$ cat src/rtl/stream_mux_pkg.sv
// ============================================================================
// stream_mux_pkg : shared types and defaults for the 2:1 stream merger
// Rev 1.0 - initial release
// ============================================================================
`default_nettype none

package stream_mux_pkg;

    localparam int DEF_DATA_W = 8;

    typedef enum logic {
        SRC_CH0 = 1'b0,
        SRC_CH1 = 1'b1
    } src_t;

endpackage

`default_nettype wire

$ cat src/rtl/stream_mux2x1_rr_arb2.sv
// ============================================================================
// rr_arb2 : two-requester round-robin arbiter owning the last-served pointer
// Rev 1.0 - initial release
// ============================================================================
`default_nettype none

module rr_arb2
    import stream_mux_pkg::*;
(
    input  logic       clk,
    input  logic       rst_n,
    input  logic [1:0] req,
    input  logic       advance,
    output logic [1:0] gnt,
    output src_t       gnt_idx
);

    src_t r_last;

    always_comb begin
        gnt_idx = SRC_CH0;
        gnt     = 2'b00;
        case (req)
            2'b01: begin
                gnt_idx = SRC_CH0;
                gnt     = 2'b01;
            end
            2'b10: begin
                gnt_idx = SRC_CH1;
                gnt     = 2'b10;
            end
            2'b11: begin
                // Contention: serve whichever channel was not served last
                gnt_idx = (r_last == SRC_CH0) ? SRC_CH1 : SRC_CH0;
                gnt     = (r_last == SRC_CH0) ? 2'b10 : 2'b01;
            end
            default: begin
                gnt_idx = SRC_CH0;
                gnt     = 2'b00;
            end
        endcase
    end

    // Reset to CH1 so channel 0 wins the first contention
    always_ff @(posedge clk or negedge rst_n) begin
        if (!rst_n) begin
            r_last <= SRC_CH1;
        end else if (advance) begin
            r_last <= gnt_idx;
        end
    end

endmodule

`default_nettype wire

$ cat src/rtl/stream_mux2x1.sv
// ============================================================================
// stream_mux2x1 : round-robin 2:1 valid/ready stream merger, registered output
// Optional macro STREAM_MUX_SRC_TAG_EN adds the m_src source-channel tag.
// Rev 1.0 - initial release
// ============================================================================
`default_nettype none

module stream_mux2x1
    import stream_mux_pkg::*;
#(
    parameter int DATA_W = DEF_DATA_W
) (
    input  logic              clk,
    input  logic              rst_n,
    input  logic              s0_valid,
    input  logic [DATA_W-1:0] s0_data,
    output logic              s0_ready,
    input  logic              s1_valid,
    input  logic [DATA_W-1:0] s1_data,
    output logic              s1_ready,
    output logic              m_valid,
    output logic [DATA_W-1:0] m_data,
    input  logic              m_ready
`ifdef STREAM_MUX_SRC_TAG_EN
    ,
    output logic              m_src
`endif
);

    logic              r_m_valid;
    logic [DATA_W-1:0] r_m_data;
    logic              w_load;
    logic              w_xfer;
    logic [1:0]        w_req;
    logic [1:0]        w_gnt;
    src_t              w_gnt_idx;
    logic [DATA_W-1:0] w_sel_data;

    assign w_req  = {s1_valid, s0_valid};
    assign w_load = !r_m_valid || m_ready;
    // rst_n gating keeps both readies low for the whole reset window
    assign w_xfer = rst_n && w_load && (|w_req);

    assign s0_ready = rst_n && w_load && w_gnt[0];
    assign s1_ready = rst_n && w_load && w_gnt[1];

    assign w_sel_data = (w_gnt_idx == SRC_CH1) ? s1_data : s0_data;

    rr_arb2 u_arb (
        .clk     (clk),
        .rst_n   (rst_n),
        .req     (w_req),
        .advance (w_xfer),
        .gnt     (w_gnt),
        .gnt_idx (w_gnt_idx)
    );

    always_ff @(posedge clk or negedge rst_n) begin
        if (!rst_n) begin
            r_m_valid <= 1'b0;
            r_m_data  <= '0;
        end else if (w_load) begin
            if (w_xfer) begin
                r_m_valid <= 1'b1;
                r_m_data  <= w_sel_data;
            end else begin
                r_m_valid <= 1'b0;
            end
        end
    end

    assign m_valid = r_m_valid;
    assign m_data  = r_m_data;

`ifdef STREAM_MUX_SRC_TAG_EN
    src_t r_m_src;

    always_ff @(posedge clk or negedge rst_n) begin
        if (!rst_n) begin
            r_m_src <= SRC_CH0;
        end else if (w_xfer) begin
            r_m_src <= w_gnt_idx;
        end
    end

    assign m_src = r_m_src;
`endif

endmodule

`default_nettype wire

$ cat config.mk
export PLATFORM = sky130hd
export DESIGN_NAME = stream_mux2x1
export DESIGN_NICKNAME = d
export VERILOG_FILES = /design/src/rtl/stream_mux_pkg.sv /design/src/rtl/stream_mux2x1_rr_arb2.sv /design/src/rtl/stream_mux2x1.sv
export SDC_FILE = /design/constraint.sdc
export NUM_CORES = 1
export LEC_CHECK = 0
export CORE_UTILIZATION = 33
export CTS_BUF_LIST = sky130_fd_sc_hd__clkbuf_4 sky130_fd_sc_hd__clkbuf_8
export CTS_CLUSTER_DIAMETER = 80
export DETAILED_ROUTE_END_ITERATION = 8
export HOLD_SLACK_MARGIN = 0.02
export PLACE_DENSITY_LB_ADDON = 0.12
export SETUP_SLACK_MARGIN = 0.1
export SLEW_MARGIN = 25
export SYNTH_ARGS = -nofsm -noshare
export SYNTH_HDL_FRONTEND = slang
export SYNTH_SLANG_ARGS = --single-unit
$ cat constraint.sdc
create_clock -name clk -period 1.14 [get_ports clk]
set_input_delay 0.171 -clock clk [delete_from_list [all_inputs] [get_ports clk]]
set_output_delay 0.171 -clock clk [all_outputs]
set_load 0.03 [all_outputs]
==> impl_metrics.py, run 1 <==
metrics = {
    "floorplanning": {
        "die_x_um": 41.8,
        "initial_core_util_pct": 35.1,
        "die-area_um2": 1750,
        "chipHeight_um": 41.8,
        "core_area_um2": 1490,
        "rows": 14,
        "ios": 32,
    },
    "drt": {
        "drt_first_pass_iters": 4,
        "remaining_drc_errors": 0,
        "vias": 527,
        "viasPerCell": 5.32,
        "drt_iter0_drc": 4,
        "wl_per_cell_um": 14.6,
        "routed_wl_um": 1440,
        "drt.antenna.violating_nets": 0,
    },
    "logic_synthesis": {
        "ys.warnings.count": 0,
        "synth_top_area_share_pct": 43.1,
        "syn-num-nets": 59,
        "synthesis.area_um2": 523,
        "synth.distinct_cells": 14,
        "yosysTopAreaCell": "dfrtp_1",
        "yosysSeqAreaShare_pct": 48.1,
        "synthCells": 38,
        "avgSynthCellArea_um2": 13.8,
        "synth_area_leaders": "dfrtp_1 (43%), o221a_1 (17%), nand4b_1 (13%)",
        "ys_ff_latch": 10,
    },
    "grt": {
        "grt-ovfl-total": 0,
        "grt_pass1_wl_um": 2290,
        "groute.usage.overall_pct": 17.3,
        "antenna_found_initial": 0,
        "grt_pass1_vias": 564,
        "grt_start_max_net_pins": 11,
    },
    "run_status": {
        "violations": "setup timing",
        "status": "finished, violations left",
    },
    "setup_path": {
        "cp_data_required_time_ps": 970,
        "critical_path_class": "reg2out",
        "r2r_slack_ps": -140,
        "cp.arrival_ps": 1240,
        "reg2regPathDepth": 5,
        "cp-end-kind": "primary output",
        "start_kind": "flip-flop",
        "worstPathMaxFanout": 3,
    },
    "placed_design": {
        "gp_congestion": 0.649,
        "io_buffers": 31,
        "place_ws_ps": -343,
        "place_area_um2": 875,
        "hpwl_um": 984,
        "dp.cells": 90,
    },
    "sta": {
        "worst_slack_ps": -268,
        "max_freq_mhz": 710,
        "setup_viol": 11,
        "hold_viol": 0,
        "fin_worst_skew_ps": 12.1,
        "hold_ws_ps": 38.1,
        "min_period_over_period_pct": 123,
        "period_minus_slack_ps": 1410,
        "maxSlewViolCount": 0,
        "rsz0062_at_grt": "true",
        "tightest_slew_ps": 320,
        "maxSlewHeadroom_pct": 78.7,
    },
    "power": {
        "pwr-share-clk_pct": 23.9,
        "p_seq_share_pct": 36.5,
        "switchingPower_mw": 0.439,
        "leakagePower_nw": 0.416,
        "internal_power_mw": 0.890,
        "power_density_nw_per_um2": 1360,
        "netSwitchingFraction_pct": 33.0,
        "irDropWorstVdd_uv": 877,
        "finalPower_mw": 1.33,
        "comb_power_share_pct": 39.6,
    },
    "layout": {
        "final_cells": 99,
        "syn_to_final_growth_pct": 86.4,
        "diodes": 0,
        "final_common_cell": "clkdlybuf4s50_1",
        "final_cell_mix": "clkdlybuf4s50_1 (18), buf_4 (16), nand4b_1 (8), o221a_1 (8), dfrtp_1 (8)",
        "fin_area_um2": 975,
        "drive_above_1_share_pct": 41.0,
        "n_fill_cell": 123,
        "nets": 105,
    },
    "min_path": {
        "min_path_type": "in2async",
    },
    "cts": {
        "clock_latency_ps": 270,
        "numCtsBuffers": 3,
        "cts.sinks": 10,
        "clockBufferDepth": 2,
        "htree_levels": 1,
        "clock-root-buffer": "clkbuf_4",
        "clk_pin_slew_ps": 80,
        "cts_tree": "built",
    },
    "run": {
        "cap_violations": 0,
    },
}
-- critical path: stages (launching register included) --
cell,delay (ps)
dfstp_2,600
a21boi_4,70
and3_4,180
buf_6,130
-- per-stage QoR --
stage               utilization [%]  setup TNS, ps
floorplan                         -              0
global placement               58.7          -3640
detailed placement             58.7          -3690
CTS                            63.1          -1800
global route                   65.5          -2030
finish                         65.5          -1580
-- power groups by stage --
stage / Clock [mW] / Combinational [mW] / Sequential [mW]
2_1_floorplan: 0 / 0.138 / 0.608
3_3_place_gp: 0 / 0.494 / 0.489
3_5_place_dp: 0 / 0.496 / 0.488
4_1_cts: 0.327 / 0.511 / 0.484
5_1_grt: 0.345 / 0.555 / 0.496
6_report: 0.317 / 0.527 / 0.485
-- per-layer routing --
layer / vias up / track usage, % / share of wire (%)
li1: 253 / - / -
met1: 256 / 19.5 / 43
met2: 18 / 30.3 / 53
met3: 0 / 4.35 / 4.3
met4: 0 / 7.74 / 0
met5: - / 0 / 0
-- cell usage after synthesis --
master,count
o2111ai_4,1
o221a_1,8
a21o_1,1
and3_4,1
nand2b_2,1
nand2_1,1
a21boi_4,1
buf_2,2
nand4b_1,8
inv_1,2
o211ai_1,1
o211a_2,1
dfrtp_1,9
dfstp_2,1
-- registers in the layout, indices dropped and copies added, names as in the netlist --
name          flops
m_data            8
m_valid           1
u_arb.r_last      1
-- path summary, 6_finish.rpt --
check,start,end
setup / recovery,u_arb.r_last,s1_ready
hold / removal,rst_n,m_data[7]
setup reg to reg,u_arb.r_last,u_arb.r_last
hold reg to reg,m_data[7],m_data[7]
max in group asynchronous,rst_n,m_data[3]
min in group clk,rst_n,m_valid
-- timing repair --
action,CTS,global route
setup buffers,3,2
hold buffers,0,1
gates resized for setup,3,5
pin swaps,3,1
endpoints found under the setup margin,11,13
hold endpoints to repair,0,1
-- cells by family (layout without fill, tap and decap cells) --
logic type / Yosys count / after routing / synth area share (%)
AOI/OAI and AO/OA: 13 / 13 / 30.6
and+or+nand+nor: 11 / 11 / 17.9
DFF: 10 / 10 / 48.1
buffers and inverters: 4 / 49 / 3.35
-- area by class of cell --
type	instances	area (um2)	area share [%]
clock buffers	4	36.3	3.72
inverters	2	7.51	0.770
multi-input cells	24	259	26.6
flip-flops and latches	10	253	25.9
well taps	16	20.0	2.05
repair buffers	43	399	40.9
No activity file was read; power rests on OpenSTA's default activity.
==> run 2, diff against run 1 <==
Settings changed: CORE_UTILIZATION 33 to 35, SETUP_SLACK_MARGIN 0.1 to 0.02, SKIP_CTS_REPAIR_TIMING set to 1, SYNTH_HIERARCHICAL set to 1.
==> impl_metrics.py, run 2 <==
metrics = {
    "power": {
        "irDropWorstVdd_uv": 831,
        "leakagePower_nw": 0.512,
        "p_seq_share_pct": 33.5,
        "finalPower_mw": 1.44,
        "netSwitchingFraction_pct": 32.6,
        "power_density_nw_per_um2": 1390,
        "internal_power_mw": 0.973,
        "comb_power_share_pct": 46.6,
        "switchingPower_mw": 0.471,
        "pwr-share-clk_pct": 20.0,
    },
    "grt": {
        "grt_pass1_wl_um": 2000,
        "antenna_found_initial": 0,
        "grt_pass1_vias": 446,
        "grt_start_max_net_pins": 13,
        "groute.usage.overall_pct": 15.5,
        "grt-ovfl-total": 0,
    },
    "logic_synthesis": {
        "ys.warnings.count": 6,
        "yosysMostFrequentCell": "mux2_4",
        "synth_edf_count": 0,
        "ys_ff_latch": 10,
        "netlist_top_cells_count": "mux2_4 (10), dfrtp_1 (9), mux2_2 (7)",
        "yosysSeqAreaShare_pct": 44.2,
        "synth_area_leaders": "dfrtp_1 (40%), mux2_4 (26%), mux2_2 (14%)",
        "synth.distinct_cells": 12,
        "syn-num-nets": 59,
        "synthCells": 38,
        "synthFlopType": "dfrtp_1",
        "synthesis.area_um2": 569,
        "yosysTopAreaCell": "dfrtp_1",
        "async_flop_share_pct": 100,
        "avgSynthCellArea_um2": 15.0,
        "synth_top_area_share_pct": 39.6,
    },
    "sta": {
        "max_freq_mhz": 658,
        "worst_slack_ps": -379,
        "hold_viol": 0,
        "maxSlewViolCount": 0,
        "min_period_over_period_pct": 133,
        "tightest_slew_ps": 196,
        "maxSlewHeadroom_pct": 86.9,
        "setup_viol": 11,
        "period_minus_slack_ps": 1520,
        "rsz0062_at_grt": "true",
        "fin_worst_skew_ps": 4.39,
    },
    "drt": {
        "remaining_drc_errors": 0,
        "wl_per_cell_um": 12.4,
        "drt.antenna.violating_nets": 0,
        "viasPerCell": 4.69,
        "routed_wl_um": 1230,
        "drt_first_pass_iters": 3,
        "drt_iter0_drc": 5,
        "vias": 464,
    },
    "placed_design": {
        "place_area_um2": 942,
        "gp_congestion": 0.649,
        "io_buffers": 31,
        "place_ws_ps": -559,
        "hpwl_um": 941,
        "dp.cells": 93,
    },
    "cts": {
        "htree_levels": 1,
        "cts.sinks": 10,
        "cts_tree": "built",
        "clockBufferDepth": 2,
        "clock_latency_ps": 270,
        "numCtsBuffers": 3,
        "clock-root-buffer": "clkbuf_4",
        "clk_pin_slew_ps": 70,
    },
    "layout": {
        "diodes": 0,
        "fin_area_um2": 1040,
        "nets": 105,
        "drive_above_1_share_pct": 62.7,
        "syn_to_final_growth_pct": 82.9,
        "final_cells": 99,
        "largest_reg_flops": 8,
        "final_cell_mix": "clkdlybuf4s50_1 (18), buf_4 (13), mux2_4 (11)",
        "final_common_cell": "clkdlybuf4s50_1",
    },
    "setup_path": {
        "cp-end-kind": "primary output",
        "critical_path_class": "reg2out",
        "start_kind": "flip-flop",
        "worstPathMaxFanout": 3,
        "cp.arrival_ps": 1350,
        "cp_data_required_time_ps": 970,
    },
    "run_status": {
        "status": "finished, violations left",
        "violations": "setup timing",
    },
    "min_path": {
        "min_path_type": "in2async",
    },
    "run": {
        "cap_violations": 0,
    },
    "floorplanning": {
        "core_area_um2": 1510,
        "chipHeight_um": 42.3,
        "die-area_um2": 1790,
        "ios": 32,
        "rows": 14,
        "initial_core_util_pct": 37.8,
        "die_x_um": 42.3,
    },
}
[run 2: cell types whose count changed in the layout (fill, tap and decap cells not counted), moves of 3 or more]
cell,delta
nand4b_1,-8
buf_4,-3
buf_6,+3
mux2_4,+11
mux2_2,+6
o221a_1,-8
[run 2: per-layer routing]
layer  vias up  share of wire [%]  track usage (%)
li1        227                  -                -
met1       213                 36             17.1
met2        19                 56             25.5
met3         5                5.9             6.47
met4         0                2.4             7.50
met5         -                  0                0
[run 2: critical path, cell delays in order, from the launching register on]
cell and delay [ps]:
dfstp_2 540, buf_6 100, inv_2 30, a21boi_2 100
and3_4 190, buf_6 120
[run 2: final cells by class]
| cell class | instances | area, um2 |
|---|---|---|
| Multi-Input combinational cell | 25 | 327 |
| Timing Repair Buffer | 42 | 404 |
| Tap cell | 16 | 20.0 |
| Sequential cell | 10 | 253 |
| Fill cell | 119 | 465 |
| Inverter | 2 | 7.51 |
| Clock buffer | 4 | 30.0 |
[run 2: worst paths after layout]
| check | start | endpoint | slack, ps | cells past startpoint |
|---|---|---|---|---|
| max | u_arb/r_last | s0_ready | -380 | 5 |
| min | rst_n | m_data[2] | 310 | 2 |
| max reg2reg | u_arb/r_last | m_data[3] | -360 | 5 |
| min reg2reg | m_data[6] | m_data[6] | 500 | 1 |
| max in group asynchronous | rst_n | u_arb/r_last | 610 | 2 |
| min in group clk | s1_valid | m_valid | 480 | 5 |
[run 2: cell families after synthesis]
family | Yosys count | share of synthesized area [%]
mux | 17 | 40.2
simple gates | 4 | 3.96
buf+inv | 3 | 3.30
flops | 10 | 44.2
compound gates | 4 | 8.35
[run 2: power groups by stage]
stage	registers [mW]	logic [mW]	clock network [mW]
floorplan	0.631	0.206	0
global placement	0.488	0.605	0
detailed placement	0.489	0.613	0
CTS	0.483	0.615	0.305
global route	0.491	0.708	0.323
finish	0.483	0.672	0.289
[run 2: through the flow]
stage,TNS [ps],utilization (%),hold slack (ps)
2_1_floorplan,-1990,-,-125
3_3_place_gp,-5320,62.5,488
3_5_place_dp,-5540,62.5,496
4_1_cts,-3140,64.5,330
5_1_grt,-3840,69.1,323
6_report,-3530,69.1,314
==> run 3, diff against run 2 <==
Settings changed: ABC_AREA set to 0, CELL_PAD_IN_SITES_DETAIL_PLACEMENT set to 1, CELL_PAD_IN_SITES_GLOBAL_PLACEMENT set to 2, CORE_UTILIZATION 35 to 25.
Clock period 1.14 ns to 1.9 ns, I/O delays scaled along.
==> impl_metrics.py, run 3 (same netlist as run 2, synthesis figures left out) <==
metrics = {
    "cts": {
        "numCtsBuffers": 3,
        "cts_tree": "built",
        "clk_pin_slew_ps": 70,
        "clock_latency_ps": 270,
        "clock-root-buffer": "clkbuf_4",
        "cts.sinks": 10,
        "clockBufferDepth": 2,
        "htree_levels": 1,
    },
    "placed_design": {
        "io_buffers": 31,
        "place_area_um2": 935,
        "place_ws_ps": 106,
        "dp.cells": 100,
        "gp_congestion": 0.679,
        "hpwl_um": 933,
    },
    "drt": {
        "drt.antenna.violating_nets": 0,
        "viasPerCell": 4.31,
        "routed_wl_um": 1150,
        "drt_iter0_drc": 1,
        "drt_first_pass_iters": 3,
        "vias": 448,
        "wl_per_cell_um": 11.0,
        "remaining_drc_errors": 0,
    },
    "setup_path": {
        "r2r_slack_ps": 440,
        "cp_data_required_time_ps": 1620,
        "cp_top_family": "buffers and inverters",
        "critical_path_class": "in2out",
        "crit_chain": "clkdlybuf4s50_1 -> buf_4 -> a21boi_0 -> and3_1 -> buf_4",
        "worst-path-buf-inv": 3,
        "critPathSlowestCell": "clkdlybuf4s50_1",
        "r2r-start": "u_arb/r_last",
        "cp.arrival_ps": 1400,
        "reg2regPathDepth": 4,
        "r2r_end": "m_data[1]",
        "slowest_delay_ps": 470,
        "start_kind": "primary input",
        "cpMostUsedCell": "buf_4",
        "worstPathMaxFanout": 3,
        "cp-end-kind": "primary output",
    },
    "sta": {
        "maxSlewViolCount": 0,
        "hold_ws_ps": 443,
        "hold_viol": 0,
        "max_freq_mhz": 594,
        "setup_viol": 0,
        "maxSlewHeadroom_pct": 74.5,
        "rsz0062_at_grt": "false",
        "period_minus_slack_ps": 1680,
        "worst_slack_ps": 215,
        "tns_ps": 0,
        "tightest_slew_ps": 381,
        "fin_worst_skew_ps": 2.75,
        "min_period_over_period_pct": 88.7,
    },
    "power": {
        "irDropWorstVdd_uv": 512,
        "leakagePower_nw": 0.435,
        "finalPower_mw": 0.845,
        "power_density_nw_per_um2": 870,
    },
    "floorplanning": {
        "chipHeight_um": 49.7,
        "ios": 32,
        "die_x_um": 49.7,
        "rows": 16,
        "initial_core_util_pct": 27.9,
        "core_area_um2": 2040,
        "die-area_um2": 2470,
    },
    "layout": {
        "final_cell_mix": "clkdlybuf4s50_1 (29), mux2_4 (10), dfrtp_1 (9)",
        "nets": 99,
        "n_fill_cell": 224,
        "multi_input_area_um2": 299,
        "syn_to_final_growth_pct": 70.5,
        "final_common_cell": "clkdlybuf4s50_1",
        "final_cells": 104,
        "drive_above_1_share_pct": 40.3,
        "diodes": 0,
        "fin_area_um2": 971,
        "postLayoutCoreUtil_pct": 47.5,
        "seq_area_um2": 251,
        "largest_reg_flops": 8,
    },
    "run": {
        "cap_violations": 0,
    },
    "grt": {
        "antenna_found_initial": 0,
        "grt_pass1_wl_um": 2040,
        "top_usage_layer": "met2",
        "groute.usage.overall_pct": 11.6,
        "grt-ovfl-total": 0,
        "grt.met1_usage_pct": 12.8,
        "grt_start_max_net_pins": 11,
        "grt_use_met2_pct": 18.0,
        "grt_pass1_vias": 447,
        "grtUsageMet3_pct": 6.17,
    },
    "run_status": {
        "status": "finished, final reports clean",
    },
    "min_path": {
        "min_path_type": "in2async",
    },
}
==> run 3: cell types whose count changed in the layout (fill, tap and decap cells not counted), moves of 2 or more <==
cell             delta
buf_4               -6
buf_6               -9
clkdlybuf4s50_1    +11
dlymetal6s2s_1      -2
inv_1               +2
inv_2               -2
==> run 3: worst max path at each step <==
stage | from | to | slack (ps) | cells past startpoint
global placement | s1_valid | m_data[4] | 110 | 5
finish | s1_valid | s1_ready | 220 | 5
floorplan | u_arb/r_last | m_data[5] | 500 | 4
detailed placement | s1_valid | m_data[4] | 110 | 5
global route | s1_valid | s1_ready | 140 | 5
CTS | s1_valid | s1_ready | 200 | 5
==> run 3: routing by layer <==
layer  vias up  wire length, um
met5         -                0
met4         0               14
met3         2              108
met2        25              541
met1       209              484
li1        212                -
==> run 3: area by class of cell <==
| cell class | instances | area share [%] |
|---|---|---|
| Sequential cell | 10 | 25.9 |
| Timing Repair Buffer | 36 | 35.3 |
| Multi-Input combinational cell | 25 | 30.8 |
| Inverter | 2 | 0.773 |
| Tap cell | 27 | 3.48 |
| Clock buffer | 4 | 3.74 |
==> run 3: power breakdown <==
part / switching, mW / leakage (nW) / internal, mW
Sequential: 0.0295 / 0.116 / 0.264
Clock: 0.0766 / 0.0210 / 0.117
Combinational: 0.160 / 0.298 / 0.198
Total: 0.266 / 0.435 / 0.579
